**config.mk**
```make
export PLATFORM = sky130hd
export DESIGN_NAME = id_ex_operand_stage
export DESIGN_NICKNAME = d
export VERILOG_FILES = /design/src/rtl/id_ex_operand_stage.sv
export SDC_FILE = /design/constraint.sdc
export NUM_CORES = 1
export LEC_CHECK = 0
export BUFFER_PORTS_ARGS = -buffer_cell sky130_fd_sc_hd__buf_4
export CAP_MARGIN = 20
export CORE_AREA = 2 2 118 120
export CTS_CLUSTER_DIAMETER = 50
export DETAILED_ROUTE_END_ITERATION = 10
export DIE_AREA = 0 0 120 122
export PLACE_DENSITY_LB_ADDON = 0.12
export REMOVE_ABC_BUFFERS = 1
export SYNTH_ARGS = -nofsm -noshare
export SYNTH_HDL_FRONTEND = slang
export SYNTH_SLANG_ARGS = --single-unit
```
**constraint.sdc**
```tcl
create_clock -name clk -period 3.7 [get_ports clk]
set_input_delay 0.37 -clock clk [delete_from_list [all_inputs] [get_ports clk]]
set_output_delay 0.37 -clock clk [all_outputs]
set_load 0.1 [all_outputs]
```
**src/rtl/id_ex_operand_stage.sv**
```systemverilog
// rtl/id_ex_operand_stage.sv - ID/EX pipeline register with EX/MEM and MEM/WB operand forwarding
// Optional: define ID_EX_BUBBLE_CNT_EN to add the saturating BubbleCount output.
module id_ex_operand_stage #(
    parameter int DATA_WIDTH     = 32,
    parameter int REG_ADDR_WIDTH = 5
) (
    input  logic                      clk,
    input  logic                      reset,
    input  logic                      Stall,
    input  logic                      Flush,
    input  logic                      Valid_in,
    input  logic [DATA_WIDTH-1:0]     ReadData1_in,
    input  logic [DATA_WIDTH-1:0]     ReadData2_in,
    input  logic [DATA_WIDTH-1:0]     Immediate_in,
    input  logic                      ALUSrc_in,
    input  logic [3:0]                ALUOperation_in,
    input  logic                      RegWrite_in,
    input  logic [REG_ADDR_WIDTH-1:0] Rs_in,
    input  logic [REG_ADDR_WIDTH-1:0] Rt_in,
    input  logic [REG_ADDR_WIDTH-1:0] WriteRegister_in,
    input  logic                      EXMEM_RegWrite,
    input  logic [REG_ADDR_WIDTH-1:0] EXMEM_WriteRegister,
    input  logic [DATA_WIDTH-1:0]     EXMEM_ALUResult,
    input  logic                      MEMWB_RegWrite,
    input  logic [REG_ADDR_WIDTH-1:0] MEMWB_WriteRegister,
    input  logic [DATA_WIDTH-1:0]     MEMWB_WriteData,
    output logic [DATA_WIDTH-1:0]     A,
    output logic [DATA_WIDTH-1:0]     B,
    output logic [3:0]                ALUOperation,
    output logic [DATA_WIDTH-1:0]     StoreData,
    output logic                      RegWrite_out,
    output logic [REG_ADDR_WIDTH-1:0] WriteRegister_out,
`ifdef ID_EX_BUBBLE_CNT_EN
    output logic [31:0]               BubbleCount,
`endif
    output logic                      Valid_out
);

    logic                      valid_q, valid_d;
    logic                      regwrite_q, regwrite_d;
    logic                      alusrc_q, alusrc_d;
    logic [3:0]                aluop_q, aluop_d;
    logic [DATA_WIDTH-1:0]     rd1_q, rd1_d;
    logic [DATA_WIDTH-1:0]     rd2_q, rd2_d;
    logic [DATA_WIDTH-1:0]     imm_q, imm_d;
    logic [REG_ADDR_WIDTH-1:0] rs_q, rs_d;
    logic [REG_ADDR_WIDTH-1:0] rt_q, rt_d;
    logic [REG_ADDR_WIDTH-1:0] wreg_q, wreg_d;

    logic [DATA_WIDTH-1:0]     fwd_a;
    logic [DATA_WIDTH-1:0]     fwd_b;
    logic                      exmem_hit_a, exmem_hit_b, memwb_hit_a, memwb_hit_b;

    // Next-state selection: reset and flush clear, stall holds, otherwise load (bubble kills RegWrite)
    always_comb begin
        valid_d    = valid_q;
        regwrite_d = regwrite_q;
        alusrc_d   = alusrc_q;
        aluop_d    = aluop_q;
        rd1_d      = rd1_q;
        rd2_d      = rd2_q;
        imm_d      = imm_q;
        rs_d       = rs_q;
        rt_d       = rt_q;
        wreg_d     = wreg_q;
        if (reset || Flush) begin
            valid_d    = 1'b0;
            regwrite_d = 1'b0;
            alusrc_d   = 1'b0;
            aluop_d    = 4'b0000;
            rd1_d      = '0;
            rd2_d      = '0;
            imm_d      = '0;
            rs_d       = '0;
            rt_d       = '0;
            wreg_d     = '0;
        end else if (!Stall) begin
            valid_d    = Valid_in;
            regwrite_d = RegWrite_in & Valid_in;
            alusrc_d   = ALUSrc_in;
            aluop_d    = ALUOperation_in;
            rd1_d      = ReadData1_in;
            rd2_d      = ReadData2_in;
            imm_d      = Immediate_in;
            rs_d       = Rs_in;
            rt_d       = Rt_in;
            wreg_d     = WriteRegister_in;
        end
    end

    // Stage registers
    always_ff @(posedge clk) begin
        valid_q    <= valid_d;
        regwrite_q <= regwrite_d;
        alusrc_q   <= alusrc_d;
        aluop_q    <= aluop_d;
        rd1_q      <= rd1_d;
        rd2_q      <= rd2_d;
        imm_q      <= imm_d;
        rs_q       <= rs_d;
        rt_q       <= rt_d;
        wreg_q     <= wreg_d;
    end

    // Hazard match: writer must be enabled and target a nonzero register equal to the source
    always_comb begin
        exmem_hit_a = EXMEM_RegWrite && (EXMEM_WriteRegister != '0) && (EXMEM_WriteRegister == rs_q);
        exmem_hit_b = EXMEM_RegWrite && (EXMEM_WriteRegister != '0) && (EXMEM_WriteRegister == rt_q);
        memwb_hit_a = MEMWB_RegWrite && (MEMWB_WriteRegister != '0) && (MEMWB_WriteRegister == rs_q);
        memwb_hit_b = MEMWB_RegWrite && (MEMWB_WriteRegister != '0) && (MEMWB_WriteRegister == rt_q);
    end

    // Operand muxes: the younger EX/MEM result wins over MEM/WB
    always_comb begin
        if (exmem_hit_a)      fwd_a = EXMEM_ALUResult;
        else if (memwb_hit_a) fwd_a = MEMWB_WriteData;
        else                  fwd_a = rd1_q;

        if (exmem_hit_b)      fwd_b = EXMEM_ALUResult;
        else if (memwb_hit_b) fwd_b = MEMWB_WriteData;
        else                  fwd_b = rd2_q;
    end

    assign A                 = fwd_a;
    assign B                 = alusrc_q ? imm_q : fwd_b;
    assign StoreData         = fwd_b;
    assign ALUOperation      = aluop_q;
    assign RegWrite_out      = regwrite_q;
    assign WriteRegister_out = wreg_q;
    assign Valid_out         = valid_q;

`ifdef ID_EX_BUBBLE_CNT_EN
    logic [31:0] bubble_cnt_q, bubble_cnt_d;

    // Count edges that stalled or flushed, sticking at all-ones
    always_comb begin
        bubble_cnt_d = bubble_cnt_q;
        if (reset)
            bubble_cnt_d = '0;
        else if ((Stall || Flush) && (bubble_cnt_q != 32'hFFFF_FFFF))
            bubble_cnt_d = bubble_cnt_q + 32'd1;
    end

    // Bubble counter register
    always_ff @(posedge clk) begin
        bubble_cnt_q <= bubble_cnt_d;
    end

    assign BubbleCount = bubble_cnt_q;
`endif

endmodule
```
==> impl_metrics.ini, run 1 <==
[run_status]
status = complete, no violations

[synthesis]
synth_xor_area_share_pct = 2.61
syn_inst = 709
synthAdderAreaFrac_pct = 0
synth_seq_cells = 118
synth.largest_area_cell = dfxtp_1
synthMuxAreaShare_pct = 27.5
yosysUniqueCellTypes = 31
synth_compound_area_share_pct = 15.4
ys_warn_count = 0
synth.area.top_cells = dfxtp_1 35%, mux2i_1 22%, a31oi_4 9.5%
synth-simple-area-share_pct = 14.8
post_synth.cell_area_avg_sq_um = 9.46
synth_top_area_share_pct = 35.2
syn_area_sq_mm = 0.00671
yosysSeqAreaShare_pct = 35.2
synth_top_family_by_area = multiplexers

[floorplan]
fp-row-count = 43
pin_count = 305
die_w_microns = 120
core_sq_mm = 0.0135
start_util_pct = 49.7
die_area_sq_mm = 0.0146
dieHeight_microns = 122

[sta]
max-slew-margin-rel_pct = 34.3
fmax_mhz = 286
slew_viol_final = 0
finClkSkew_ns = 0
fin_crit_sh_pct = 94.6
rsz0062_at_grt = false
hold_viol = 0
setup_violations = 0
period_needed_ns = 3.50
tightest_slew_ns = 0.986

[setup_path]
cpPeakStageDelay_ns = 0.79
critPathRequiredTime_ns = 3.33
rrSetupSlack_ns = 2.36
cp_common_cell = buf_4
reg2reg_to = alusrc_q$_SDFFE_PP0N_
cp_cell_sequence = xnor2_1 -> o211a_1 -> buf_4 -> nand3_1 -> a31oi_4 -> mux2_2 -> buf_4
critPathKind = register to output port
reg2reg_depth = 2
crit_arrival_ns = 3.13
crit_path_start_kind = register
crit_fanout = 20
end_kind = output port
crit_slowest_cell = o211a_1
r2r-start = alusrc_q$_SDFFE_PP0N_

[placement]
gp_congestion = 0.818
hpwl_mm = 15.1
placed_cells = 1146
io_buffers = 304

[cells_and_area]
fill_cells = 1125
area_growth_pct = 44.4
regArea_sq_mm = 0.00236
multiInputGateArea_sq_mm = 0.00408
insertedDiodeCount = 0
drive_gt1_share_pct = 42.3
nNetsFinal = 1183
post-route-util_pct = 71.7
fin_cells = 1178

[global_route]
grt_use_total_pct = 29.0
grt_pass1_wl_mm = 33.1
grt_max_degree = 60
grt-ovfl-total = 0
antenna_found_initial = 0
grt_pass1_vias = 6239

[power]
vdd_drop_max_uv = 284
leakagePower_nw = 4.32
power_density_mw_per_mm2 = 425

[flow_run]
drv_cap = 0

[routing]
num_vias = 6328
drt-total-wl_mm = 21.5
routed.top_layer = met4
wl_per_cell_microns = 18.3
route.met2.wl_mm = 10.6
wl_met1_mm = 8.73
ant_nets = 0
firstDrtPassIters = 4
drc_errors = 0
vias_per_cell = 5.37
drtIter0Drc = 414
wl_met3_mm = 1.77

[worst_hold_path]
hold-path-cell-count = 3
holdPathEnd = rd2_q[2]$_SDFFE_PP0N_
hold_start = ReadData2_in[2]
worst_hold_path_type = input pin to register

[clocking]
post-cts-setup-buffer-count = 0
cts_hold_buf = 0
tritoncts = built
ctsResizeCount = 0
clk_pin_slew_ns = 0.05
cts_made_buffers = 17
cts-root-buf = clkbuf_16
clk_latency_ns = 0.41
clkSinkCount = 118
cts_htree_levels = 4
clk_path_buf_depth = 2
==> cells by family after synthesis <==
kind of cell	after synthesis
and+or+nand+nor	227
muxes	180
DFF	118
AOI/OAI and AO/OA	102
buffers and inverters	62
xor gates and xnor gates	20
==> placed cells by master, fill, tap and decap left out, types with 17 or more instances in the layout <==
master,Yosys,final
buf_4,0,317
nor2_1,151,151
mux2i_1,148,148
dfxtp_1,118,117
nand3_1,33,33
a21oi_1,33,33
o21ai_1,32,32
nor3_1,32,32
mux2_2,32,32
a31oi_4,30,30
clkbuf_16,0,17
==> stage by stage <==
stage | setup WS (ns) | TNS (ns) | instance area, sq um | total power, mW | hold WS, ns
5_1_grt | 0.0772 | 0 | 9690 | 4.24 | 0.176
3_3_place_gp | 0.588 | 0 | 9080 | 2.43 | 0.471
6_report | 0.200 | 0 | 9690 | 4.11 | 0.181
4_1_cts | 0.228 | 0 | 9690 | 4.13 | 0.173
3_5_place_dp | 0.593 | 0 | 9080 | 2.44 | 0.483
2_1_floorplan | -2.52 | -128.78 | 6410 | 2.05 | 0.458
==> worst max-delay path, delay by kind of cell (launching register included) <==
family | cells | cell delay [ns]
AND/OR/NAND/NOR | 1 | 0.16
flip-flops | 1 | 0.34
buffers and inverters | 2 | 0.64
AO/OA/AOI/OAI | 2 | 1.01
multiplexers | 1 | 0.17
XOR/XNOR | 1 | 0.38
==> cell usage after synthesis <==
library cell and number:
a21oi_1 33, a22oi_1 1, a31oi_1 2, a31oi_4 30, buf_1 17, buf_12 3
buf_2 10, buf_6 1, clkbuf_1 31, dfxtp_1 118, mux2_2 32, mux2i_1 148
nand3_1 33, nand4_1 2, nor2_1 151, nor2b_1 1, nor3_1 32, nor4_2 1
nor4b_2 1, o211a_1 1, o211ai_2 1, o211ai_4 1, o21ai_0 1, o21ai_1 32
or2_1 1, or2_2 1, or4_1 1, or4_4 2, or4b_4 1, xnor2_1 13
xor2_1 7
==> power by group <==
part	leakage, nW	switching [mW]	internal (mW)
Combinational	3.05	0.715	0.355
Clock	0.303	0.578	1.12
Sequential	0.962	0.0287	1.31
==> worst max-delay path by stage <==
stage                                 startpoint     to  slack (ns)  cells after the start
final                       rt_q[3]$_SDFFE_PP0N_   B[5]        0.20                      7
after global routing        rt_q[3]$_SDFFE_PP0N_  B[20]        0.08                      7
after CTS                   rt_q[3]$_SDFFE_PP0N_   B[5]        0.23                      7
after detailed placement  MEMWB_WriteRegister[1]   B[5]        0.59                      8
after global placement    MEMWB_WriteRegister[1]  B[13]        0.59                      8
after floorplan           EXMEM_WriteRegister[1]  B[31]       -2.52                      5
==> sequential cells by signal (all words and copies together), names as in the netlist <==
register / count
rd2_q: 32
ALUOperation: 4
rt_q: 5
RegWrite_out: 1
Valid_out: 1
alusrc_q: 1
imm_q: 32
rs_q: 5
WriteRegister_out: 5
rd1_q: 32
==> per-layer routing <==
| metal | vias up | track usage [%] |
|---|---|---|
| met5 | - | 0 |
| met2 | 276 | 49.8 |
| met4 | 0 | 10.1 |
| met3 | 27 | 8.38 |
| li1 | 3061 | - |
| met1 | 2964 | 34.6 |
==> cell type report <==
cell class	count	share of cell area, %
Timing Repair Buffer	319	24.9
Tap cell	180	2.32
Sequential cell	118	24.4
Clock inverter	9	1.27
Clock buffer	23	5.04
Multi-Input combinational cell	529	42.1
No activity file was read; power rests on OpenSTA's default activity.
==> run 2: changes to the inputs <==
--- a/config.mk
+++ b/config.mk
@@ -7,10 +7,9 @@
 export LEC_CHECK = 0
 export BUFFER_PORTS_ARGS = -buffer_cell sky130_fd_sc_hd__buf_4
 export CAP_MARGIN = 20
-export CORE_AREA = 2 2 118 120
+export CORE_UTILIZATION = 45
 export CTS_CLUSTER_DIAMETER = 50
 export DETAILED_ROUTE_END_ITERATION = 10
-export DIE_AREA = 0 0 120 122
 export PLACE_DENSITY_LB_ADDON = 0.12
 export REMOVE_ABC_BUFFERS = 1
 export SYNTH_ARGS = -nofsm -noshare
==> run 2 against run 1 <==
- worst hold slack gained 0.0040 ns
- flip-flop and latch count did not move
- power increased by 3.1%
- sequential share of layout area is 0.23 points lower
- fmax grew 4.5%
==> impl_metrics.ini, run 2 (synthesized netlist as in run 1, its figures left out) <==
[sta]
fin_hold_ws_ns = 0.185
rsz0062_at_grt = false
setup_violations = 0
tightest_slew_ns = 0.994
fmax_mhz = 299
max-slew-margin-rel_pct = 33.7
slew_viol_final = 0
fin_crit_sh_pct = 90.5
period_needed_ns = 3.35
tns_ns = 0
hold_viol = 0
finClkSkew_ns = 0

[clocking]
clk_latency_ns = 0.41
cts_htree_levels = 4
cts_hold_buf = 0
ctsResizeCount = 0
post-cts-setup-buffer-count = 0
tritoncts = built
clkSinkCount = 118
clk_path_buf_depth = 2
cts-root-buf = clkbuf_16
clk_pin_slew_ns = 0.06
cts_made_buffers = 17

[global_route]
grt_use_met1_pct = 31.4
grt_pass1_wl_mm = 31.8
grt_util_met2_pct = 47.9
gr-max-usage-layer = met2
antenna_found_initial = 0
grtUsageMet3_pct = 8.33
grt_max_degree = 78
grt-ovfl-total = 0
grt_pass1_vias = 6116
grt_use_total_pct = 27.4

[setup_path]
r2r-start = alusrc_q$_SDFFE_PP0N_
reg2reg_depth = 2
crit_slowest_cell = o211a_1
cp_common_cell = buf_4
crit_family = compound AO/OA/AOI/OAI gates
end_kind = output port
crit_fanout = 18
reg2reg_to = alusrc_q$_SDFFE_PP0N_
rrSetupSlack_ns = 2.36
crit_arrival_ns = 2.98
critPathRequiredTime_ns = 3.33
cp_num_buf_inv = 2
crit_path_start_kind = register
critPathKind = register to output port
cpPeakStageDelay_ns = 0.59
cp_cell_sequence = xnor2_1 -> o211a_1 -> buf_4 -> nand3_1 -> a31oi_4 -> mux2_2 -> buf_4

[cells_and_area]
nNetsFinal = 1185
reg_top3 = imm_q: 32 flops, rd1_q: 32 flops, rd2_q: 32 flops
drive_gt1_share_pct = 42.3
insertedDiodeCount = 0
final_cell_mix = 316 x buf_4, 151 x nor2_1, 148 x mux2i_1
mostFrequentLayoutCell = buf_4
area_growth_pct = 45.8

[worst_hold_path]
holdPathEnd = WriteRegister_out[2]$_SDFFE_PP0N_
hold-path-cell-count = 3
worst_hold_path_type = input pin to register
hold_start = WriteRegister_in[2]

[power]
power.internal_mw = 2.91
p_clk_share_pct = 43.0
combPwrFrac_pct = 25.3
switching_power_mw = 1.33
switching_share_pct = 31.3
p_seq_share_pct = 31.7
leakagePower_nw = 4.36
vdd_drop_max_uv = 292
power_density_mw_per_mm2 = 434

[routing]
num_vias = 6197
vias_per_cell = 5.24
wl_per_cell_microns = 17.9
drc_errors = 0
drtIter0Drc = 245
ant_nets = 0
firstDrtPassIters = 4
drt-total-wl_mm = 21.2

[floorplan]
start_util_pct = 46.2
die_area_sq_mm = 0.0154
fp-row-count = 44
pin_count = 305
dieHeight_microns = 124
die_w_microns = 124
core_sq_mm = 0.0145

[flow_run]
drv_cap = 0

[placement]
hpwl_mm = 15.0
gp_congestion = 0.815
io_buffers = 304

[run_status]
status = complete, no violations
## run 2: changes by cell type in the layout (fill, tap and decap cells not counted)
cell       previous run  this run
buf_12                1         4
bufinv_16             3         5
clkinv_2              5         3
buf_4               317       316
clkbuf_8              4         3
## run 2: through the flow
stage	cell area, sq um	setup WS (ns)	instances	util, %	power, mW
CTS	9780	0.360	1183	67.3	4.27
floorplan	6410	-2.52	647	-	2.05
global route	9780	0.220	1183	67.3	4.38
global placement	9130	0.719	1152	62.8	2.43
finish	9780	0.351	1183	67.3	4.24
detailed placement	9130	0.666	1152	62.8	2.44
## run 2: area by class of cell
cell class | count | area, sq um
clock buffer | 22 | 474
clock inverter | 9 | 173
timing repair buffer | 321 | 2460
fill | 1244 | 4750
tap | 184 | 230
multi-input combinational | 529 | 4080
sequential | 118 | 2360
## run 2: worst max path at each step
stage | from | to | cells after the start
after floorplan | EXMEM_WriteRegister[1] | B[31] | 5
after global placement | MEMWB_WriteRegister[1] | B[8] | 8
after detailed placement | MEMWB_WriteRegister[1] | B[8] | 8
after CTS | rt_q[3]$_SDFFE_PP0N_ | B[8] | 7
after global routing | rt_q[3]$_SDFFE_PP0N_ | B[8] | 7
final | rt_q[3]$_SDFFE_PP0N_ | B[8] | 7
## run 2: power by group through the flow
stage	registers (mW)	logic [mW]	clock network (mW)
final	1.34	1.07	1.83
after global routing	1.35	1.13	1.91
after CTS	1.34	1.08	1.86
after detailed placement	1.37	1.07	0
after global placement	1.37	1.07	0
after floorplan	1.39	0.668	0
## run 2: tightest hold or removal path, stage by stage
cell     delay [ns]
buf_4          0.07
mux2i_1        0.05
nor2_1         0.07
## run 2: layer usage
layer	share of wire [%]	wire, microns
met5	0	0
met4	1.6	342
met2	49	10400
met3	8.4	1790
met1	41	8640
==> run 3: changes to the inputs <==
--- a/config.mk
+++ b/config.mk
@@ -10,7 +10,9 @@
 export CORE_UTILIZATION = 45
 export CTS_CLUSTER_DIAMETER = 50
 export DETAILED_ROUTE_END_ITERATION = 10
-export PLACE_DENSITY_LB_ADDON = 0.12
+export GPL_ROUTABILITY_DRIVEN = 0
+export PLACE_DENSITY = 0.84
+export RECOVER_POWER = 100
 export REMOVE_ABC_BUFFERS = 1
 export SYNTH_ARGS = -nofsm -noshare
 export SYNTH_HDL_FRONTEND = slang
==> run 3 against run 2 <==
- the flow now finishes with violations (max-capacitance violations, max-slew violations)
- die area is the same
- non-clock buffer count shrank 4
- register-to-register slack lost 0.02 ns
- power shrank 1.3%
- sequential power is essentially flat
- sequential share of layout area grew 0.66 points
- count of clock-buffer cells in the layout shrank 1
- cell count shrank 0.25%
- wire length grew 2.8%
- clock skew is the same
- clock power shrank 2%
- critical path type unchanged
==> impl_metrics.ini, run 3 (synthesized netlist as in run 1, its figures left out) <==
[routing]
num_vias = 6415
drt-total-wl_mm = 21.8
ant_nets = 0
firstDrtPassIters = 5
wl_per_cell_microns = 18.4
drc_errors = 0
drtIter0Drc = 263
vias_per_cell = 5.44

[sta]
finClkSkew_ns = 0
max-slew-margin-rel_pct = -114
slew_viol_final = 53
fmax_mhz = 291
tightest_slew_ns = 3.22
setup_violations = 0
rsz0062_at_grt = false
fin_crit_sh_pct = 92.8
hold_viol = 0
period_needed_ns = 3.44

[setup_path]
cp_num_buf_inv = 2
reg2reg_depth = 2
r2r-start = alusrc_q$_SDFFE_PP0N_
crit_fanout = 27
crit_path_start_kind = register
critPathKind = register to output port
crit_family = simple AND/OR/NAND/NOR gates
cp_common_cell = buf_4
rrSetupSlack_ns = 2.34
crit_arrival_ns = 3.07
crit_slowest_cell = or4_1
reg2reg_to = alusrc_q$_SDFFE_PP0N_
cp_cell_sequence = xnor2_1 -> nand3_1 -> or4_1 -> buf_4 -> a21oi_1 -> buf_4
critPathRequiredTime_ns = 3.33
end_kind = output port
cpPeakStageDelay_ns = 1.01

[power]
leakagePower_nw = 4.22
switching_power_mw = 1.36
power_mw = 4.18
power_density_mw_per_mm2 = 440
combPwrFrac_pct = 25.1
vdd_drop_max_uv = 274
switching_share_pct = 32.5
power.internal_mw = 2.83
p_seq_share_pct = 32.1
p_clk_share_pct = 42.8

[flow_run]
drv_cap = 1

[global_route]
grt_max_degree = 67
grt_use_met1_pct = 30.8
gr-max-usage-layer = met2
grt_use_total_pct = 27.3
grtUsageMet3_pct = 8.97
grt_util_met2_pct = 47.4
grt_pass1_vias = 6267
grt_pass1_wl_mm = 31.9
antenna_found_initial = 0
grt-ovfl-total = 0

[clocking]
clk_path_buf_depth = 2
cts_hold_buf = 0
post-cts-setup-buffer-count = 0
clkSinkCount = 118
ctsResizeCount = 0
clk_latency_ns = 0.41
tritoncts = built
cts_htree_levels = 4
cts_made_buffers = 17
cts-root-buf = clkbuf_16
clk_pin_slew_ns = 0.06

[cells_and_area]
drive_gt1_share_pct = 41.0
post-route-util_pct = 65.5
mostFrequentLayoutCell = buf_4
reg_top3 = imm_q: 32 flops, rd1_q: 32 flops, rd2_q: 32 flops
nNetsFinal = 1181
insertedDiodeCount = 0
area_growth_pct = 41.9
final_cell_mix = 236 x buf_4, 151 x nor2_1, 148 x mux2i_1

[worst_hold_path]
hold-path-cell-count = 3
holdPathEnd = rd1_q[8]$_SDFFE_PP0N_
hold_start = ReadData1_in[8]
worst_hold_path_type = input pin to register

[floorplan]
start_util_pct = 46.2
die_area_sq_mm = 0.0154
fp-row-count = 44
pin_count = 305
dieHeight_microns = 124
core_sq_mm = 0.0145
die_w_microns = 124

[run_status]
violations = max-capacitance violations, max-slew violations
status = finished with violations

[placement]
hpwl_mm = 15.1
io_buffers = 304
## run 3: how the worst max path moves through the flow
stage               slack [ns]                    from  depth (start not counted)    end
floorplan                -2.52  EXMEM_WriteRegister[1]                          5  B[31]
global placement          0.75  MEMWB_WriteRegister[1]                          8  B[22]
detailed placement        0.68  EXMEM_WriteRegister[0]                          7  A[23]
global route              0.17    rs_q[0]$_SDFFE_PP0N_                          6  A[23]
CTS                       0.37    rs_q[0]$_SDFFE_PP0N_                          6  A[23]
finish                    0.26    rs_q[0]$_SDFFE_PP0N_                          6  A[23]
## run 3: power by group through the flow
stage / registers, mW / logic (mW) / clock network, mW
final: 1.34 / 1.05 / 1.79
after detailed placement: 1.37 / 1.07 / 0
after global placement: 1.37 / 1.06 / 0
after global routing: 1.35 / 1.09 / 1.88
after CTS: 1.34 / 1.08 / 1.81
after floorplan: 1.39 / 0.668 / 0
## run 3: per-layer routing
| layer | share of wire (%) | vias to the layer above |
|---|---|---|
| met5 | 0 | - |
| met4 | 2.4 | 0 |
| met3 | 8.8 | 52 |
| met2 | 49 | 290 |
| met1 | 39 | 3016 |
| li1 | - | 3057 |
## run 3: stage by stage
| stage | hold WS [ns] | setup slack [ns] | TNS (ns) | area [sq um] | instances |
|---|---|---|---|---|---|
| after floorplan | 0.458 | -2.52 | -128.78 | 6410 | 647 |
| after global placement | 0.469 | 0.753 | 0 | 9090 | 1148 |
| after detailed placement | 0.482 | 0.676 | 0 | 9090 | 1148 |
| after CTS | 0.174 | 0.368 | 0 | 9730 | 1180 |
| after global routing | 0.179 | 0.167 | 0 | 9520 | 1180 |
| final | 0.187 | 0.265 | 0 | 9520 | 1180 |
## run 3: area by class of cell
type	count	area, sq um
clock inverter	11	173
tap	184	230
fill	1260	5010
multi-input combinational	529	4060
sequential	118	2360
clock buffer	21	470
timing repair buffer	317	2220
## run 3: tightest hold or removal path, cell delays in order
cell and delay [ns]:
buf_4 0.08, mux2i_1 0.05, nor2_1 0.07
